[config.mk]
export PLATFORM = sky130hd
export DESIGN_NAME = if_fetch_unit
export DESIGN_NICKNAME = d
export VERILOG_FILES = /design/src/rtl/if_pkg.sv /design/src/rtl/if_skid_buf.sv /design/src/rtl/if_fetch_unit.sv
export SDC_FILE = /design/constraint.sdc
export NUM_CORES = 1
export LEC_CHECK = 0
export ABC_CLOCK_PERIOD_IN_PS = 1780
export CORE_ASPECT_RATIO = 0.9
export CORE_MARGIN = 2
export CORE_UTILIZATION = 47
export DETAILED_ROUTE_END_ITERATION = 7
export GPL_TIMING_DRIVEN = 0
export PLACE_DENSITY = 0.83
export SLEW_MARGIN = 5
export SYNTH_ARGS = -nofsm -noshare
export SYNTH_HDL_FRONTEND = slang
export SYNTH_SLANG_ARGS = --single-unit
export TNS_END_PERCENT = 10
[constraint.sdc]
create_clock -name clk -period 1.78 [get_ports clk]
set_input_delay 0.356 -clock clk [delete_from_list [all_inputs] [get_ports clk]]
set_output_delay 0.356 -clock clk [all_outputs]
set_load 0.03 [all_outputs]
[src/rtl/if_pkg.sv]
// if_pkg: shared state encoding, instruction field geometry and opcodes for the fetch/decode boundary.
package if_pkg;
    typedef enum logic [1:0] {FETCH, SKID, FLUSH} state_t;
    localparam int INSTR_W = 32;
    localparam int OPC_LSB = 26;
    localparam int FUNCT_W = 6;
    localparam logic [INSTR_W-1:0] NOP_INSTR = '0;
    localparam logic [5:0] OPC_RTYPE = 6'h00;
    localparam logic [5:0] OPC_J     = 6'h02;
    localparam logic [5:0] OPC_BEQ   = 6'h04;
    localparam logic [5:0] OPC_ADDI  = 6'h08;
    localparam logic [5:0] OPC_LW    = 6'h23;
    localparam logic [5:0] OPC_SW    = 6'h2b;
    function automatic logic [31:0] word_align(input logic [31:0] a);
        return {a[31:2], 2'b00};
    endfunction
endpackage

[src/rtl/if_skid_buf.sv]
// if_skid_buf: one-entry holding register for a fetched word and its address.
module if_skid_buf
    import if_pkg::*;
(
    input  logic               clk,
    input  logic               rst_n,
    input  logic               load,
    input  logic               unload,
    input  logic               flush,
    input  logic [INSTR_W-1:0] din,
    input  logic [31:0]        din_pc,
    output logic [INSTR_W-1:0] dout,
    output logic [31:0]        dout_pc
);
    always_ff @(posedge clk or negedge rst_n) begin
        if (!rst_n) begin
            dout    <= NOP_INSTR;
            dout_pc <= '0;
        end else if (flush || unload) begin
            dout    <= NOP_INSTR;
            dout_pc <= '0;
        end else if (load) begin
            dout    <= din;
            dout_pc <= din_pc;
        end
    end
endmodule

[src/rtl/if_fetch_unit.sv]
// if_fetch_unit: PC owner and IF/ID register; fetches over req/ack, parks one word in a skid
// buffer when the decoder stalls, and flushes on redirect.
module if_fetch_unit
    import if_pkg::*;
#(
    parameter logic [31:0] RESET_PC = 32'h0000_0000
)(
    input  logic               clk,
    input  logic               rst_n,
    output logic               imem_req,
    output logic [31:0]        imem_addr,
    input  logic               imem_ack,
    input  logic [INSTR_W-1:0] imem_rdata,
    input  logic               stall,
    input  logic               redirect,
    input  logic [31:0]        redirect_pc,
    output logic               instr_valid,
    output logic [INSTR_W-1:0] instr,
    output logic [31:0]        instr_pc,
    output logic [31:0]        pc_plus4,
    output logic [5:0]         opcode,
    output logic [5:0]         funct
);
    state_t             state;
    logic [31:0]        pc, addr_q, tgt, addr_inc, skid_pc;
    logic [INSTR_W-1:0] skid_data;
    logic               slot_free, skid_load, skid_unload, skid_flush;

    assign tgt         = word_align(redirect_pc);
    assign addr_inc    = addr_q + 32'd4;
    assign slot_free   = !instr_valid || !stall;
    // Request drops with reset so an in-flight access is abandoned immediately.
    assign imem_req    = rst_n && state != SKID;
    assign imem_addr   = addr_q;
    assign pc_plus4    = instr_pc + 32'd4;
    assign opcode      = instr[INSTR_W-1:OPC_LSB];
    assign funct       = instr[FUNCT_W-1:0];
    assign skid_load   = state == FETCH && !redirect && imem_ack && !slot_free;
    assign skid_unload = state == SKID && !redirect && !stall;
    assign skid_flush  = state == SKID && redirect;

    if_skid_buf u_skid (
        .clk     (clk),
        .rst_n   (rst_n),
        .load    (skid_load),
        .unload  (skid_unload),
        .flush   (skid_flush),
        .din     (imem_rdata),
        .din_pc  (addr_q),
        .dout    (skid_data),
        .dout_pc (skid_pc)
    );

    always_ff @(posedge clk or negedge rst_n) begin
        if (!rst_n) begin
            state       <= FETCH;
            pc          <= RESET_PC;
            addr_q      <= RESET_PC;
            instr       <= NOP_INSTR;
            instr_pc    <= '0;
            instr_valid <= 1'b0;
        end else begin
            case (state)
                FETCH: begin
                    if (redirect) begin
                        instr_valid <= 1'b0;
                        instr       <= NOP_INSTR;
                        pc          <= tgt;
                        if (imem_ack) addr_q <= tgt;
                        else          state  <= FLUSH;
                    end else if (imem_ack && slot_free) begin
                        instr       <= imem_rdata;
                        instr_pc    <= addr_q;
                        instr_valid <= 1'b1;
                        pc          <= addr_inc;
                        addr_q      <= addr_inc;
                    end else if (imem_ack) begin
                        pc    <= addr_inc;
                        state <= SKID;
                    end else if (!stall) begin
                        instr_valid <= 1'b0;
                    end
                end
                SKID: begin
                    if (redirect) begin
                        instr_valid <= 1'b0;
                        instr       <= NOP_INSTR;
                        pc          <= tgt;
                        addr_q      <= tgt;
                        state       <= FETCH;
                    end else if (!stall) begin
                        instr    <= skid_data;
                        instr_pc <= skid_pc;
                        addr_q   <= pc;
                        state    <= FETCH;
                    end
                end
                FLUSH: begin
                    // The stale request must still complete before the new target can be issued.
                    if (redirect) pc <= tgt;
                    if (imem_ack) begin
                        addr_q <= redirect ? tgt : pc;
                        state  <= FETCH;
                    end
                end
                default: state <= FETCH;
            endcase
        end
    end
endmodule

==> impl_metrics.tcl <==
set metrics [dict create \
    post-dp-hpwl_mm 22.56 \
    placed_area_um2 12870 \
    hold_violations 91 \
    cap_violations 0 \
    firstDrtPassIters 6 \
    slowest_delay_ns 0.38 \
    yosysTopAreaCell "dfrtp_1" \
    period_share_pct 136.5 \
    clockPowerShare_pct 12.8 \
    combPwrFrac_pct 58.4 \
    grt-ovfl-total 0 \
    critPathArrivalTime_ns 2.07 \
    die_h_um 143.1 \
    critPathKind "reg2out" \
    worst-endpoint-required_ns 1.42 \
    yosysSeqAreaShare_pct 48.29 \
    synth_edf_count 0 \
    cp_top_family "simple AND/OR/NAND/NOR gates" \
    critical_path.slowest_cell "dfrtp_2" \
    reg2reg_slack_ns -0.41 \
    fmax_mhz 411.6 \
    io_buffer_count 207 \
    root_buffer "clkbuf_16" \
    syn_area_um2 10100 \
    clkTransAtPathRegs_ns 0.07 \
    post-synth-top-count-cell "nand2_1" \
    async_reset_ff_share_pct 100.0 \
    cp_max_fo 5 \
    clk_latency_ns 0.45 \
    antenna_found_initial 0 \
    routabilityCongestion 0.9551 \
    status "finished with violations" \
    yosysWarningCount 0 \
    n_fill_cell 1422 \
    design.core.area_um2 20960 \
    drive_above_1_share_pct 29.26 \
    peakVddDrop_mv 1.177 \
    grt_pass1_vias 10161 \
    cp-start-kind "flop" \
    wl_per_cell_um 21.08 \
    cts_tree "built" \
    pwr-share-seq_pct 28.8 \
    leakage_nw 6.489 \
    path_cells "nand4_1 -> buf_6 -> nor3_4 -> and2_4 -> nand4_1 -> xnor2_4 -> buf_6" \
    slew_viol_final 0 \
    synthTopCellsByCount "224 x nand2_1, 195 x dfrtp_1, 130 x a21oi_1" \
    drt_iter0_drc 1460 \
    finalClockSkew_ns 0.01003 \
    synth_area_leaders "dfrtp_1 48%, nand2_1 8.3%, mux2i_1 7.0%" \
    cellPowerDensity_nw_per_um2 1899 \
    fin_util_pct 71.49 \
    synth_seq_cells 195 \
    gr-usage-all-layers_pct 31.21 \
    rsz0062_at_grt "true" \
    pre_cts_slack_ns -1.189 \
    synth.top_cell.area_share_pct 48.29 \
    timing.final.ws_setup_ns -0.6494 \
    cts_made_buffers 17 \
    layout.nets 1501 \
    drc 0 \
    swShare_pct 47.32 \
    critPathCaptureType "output pin" \
    rr_endpoint "instr_pc[14]" \
    drtAntennaViolNets 0 \
    vias_per_cell 6.044 \
    timing.rr.start "state[1]" \
    holdWs_ns -0.1328 \
    p_sw_mw 13.46 \
    finalCriticalPeriod_ns 2.429 \
    wirelength_mm 36.36 \
    p_total_mw 28.45 \
    die-area_um2 22690 \
    worst_pin_slew_ns 0.6062 \
    cts_max_level 4 \
    initial_core_util_pct 48.21 \
    syn_avg_cell_area_um2 9.022 \
    clock_path_buffers 2 \
    yosysUniqueCellTypes 57 \
    slew_headroom_pct 59.58 \
    setup_viol 176 \
    finish.instance_area_um2 14980 \
    num_vias 10426 \
    syn_inst 1120 \
    ioPinCount 211 \
    r2r_cells 10 \
    syn_nets 1195 \
    clock-sinks 195 \
    die-width_um 158.6 \
    grt_pass1_wl_mm 54.70 \
    dp_cells 1614 \
    grt_max_degree 106 \
    violations "negative hold slack, negative setup slack" \
    final_cells 1725 \
    critical_path_buf_inv_count 2 \
    antenna_cells 0 \
    fp-row-count 50 \
    syn_to_final_growth_pct 48.27 \
    hold_class "in2async" \
    p_int_mw 14.99 \
    ys.flop_type "dfrtp_1" \
]
## worst max-delay path by stage
| stage | cells after the start | slack (ns) | start | endpoint |
|---|---|---|---|---|
| finish | 7 | -0.65 | instr_pc[10] | pc_plus4[31] |
| global route | 7 | -0.74 | instr_pc[7] | pc_plus4[31] |
| CTS | 7 | -0.63 | instr_pc[10] | pc_plus4[31] |
| detailed placement | 6 | -1.19 | redirect | pc[22] |
| global placement | 1 | -8.54 | rst_n | instr_pc[25] |
| floorplan | 4 | -0.32 | instr_pc[4] | pc_plus4[21] |
## area by class of cell
type | count | area [µm²] | share of cell area (%)
clock buffers | 22 | 464.2 | 3.098
clock inverters | 10 | 76.32 | 0.5094
flip-flops and latches | 195 | 4918 | 32.83
well taps | 286 | 357.8 | 2.389
repair buffers | 289 | 2645 | 17.65
plain buffers | 102 | 903.4 | 6.030
multi-input cells | 807 | 5562 | 37.12
inverters | 14 | 55.05 | 0.3675
## power groups by stage
stage	clock network, mW	registers, mW	logic, mW
after floorplan	0	9.77	6.77
after global placement	0	8.32	13.2
after detailed placement	0	8.42	13.5
after CTS	3.62	8.06	15.4
after global routing	3.82	8.38	17.5
final	3.63	8.20	16.6
## per-stage QoR
stage	hold slack, ns	setup TNS [ns]
after detailed placement	0.4363	-176.55
after global routing	-0.08193	-44.74
final	-0.1328	-33.89
after CTS	-0.1073	-19.89
after global placement	0.4603	-1705.28
after floorplan	0.06041	-22.29
## cells in the final DEF (no fill, tap or decap), types with 6 or more instances in the layout
cell,n
nand2_1,213
dfrtp_1,164
buf_4,125
a21oi_1,119
dlygate4sd2_1,83
mux2i_1,71
nor2_1,69
clkdlybuf4s50_1,64
buf_6,50
o31ai_1,32
dfrtp_2,31
o21ai_0,23
clkbuf_2,20
clkbuf_16,18
nand3_1,16
xor2_1,14
nand4_1,14
o21ai_1,12
a22oi_1,11
xnor2_2,11
xnor2_1,11
buf_2,10
o221ai_1,10
a21oi_2,10
clkbuf_8,9
inv_1,9
xnor2_4,9
buf_8,9
a31oi_1,9
nand2_2,8
nand3_2,7
o22ai_1,7
clkdlybuf4s15_1,7
nor2_4,6
nor3_1,6
a21o_1,6
## registers in the layout (all words and copies together), names as in the netlist
name	flops
pc	32
u_skid.dout_pc	32
u_skid.dout	32
instr_valid	1
instr	32
imem_addr	32
instr_pc	32
state	2
## per-layer routing
| layer | vias to the layer above | GRT usage, % | routed length (µm) |
|---|---|---|---|
| li1 | 4534 | - | - |
| met1 | 5018 | 41.19 | 13740 |
| met2 | 714 | 49.44 | 17270 |
| met3 | 160 | 6.829 | 3600 |
| met4 | 0 | 13.99 | 1758 |
| met5 | - | 0 | 0 |
## timing repair
| item | in CTS | in global routing |
|---|---|---|
| buffers inserted | 64 | 16 |
| gates resized for setup | 562 | 170 |
| endpoints found under the setup margin | 337 | 230 |
| gates cloned | 1 | 1 |
| hold endpoints to repair | 91 | 91 |
| pin swaps | 43 | 22 |
## logic make-up after synthesis
| logic type | count (synthesis) | share of synthesized area [%] |
|---|---|---|
| buffers and inverters | 118 | 5.040 |
| and+or+nand+nor | 400 | 17.65 |
| AOI/OAI and AO/OA | 282 | 17.06 |
| xor gates and xnor gates | 47 | 4.074 |
| muxes | 72 | 7.145 |
| adders and majority gates | 6 | 0.7429 |
| DFF | 195 | 48.29 |
No activity file was read; power rests on OpenSTA's default activity.
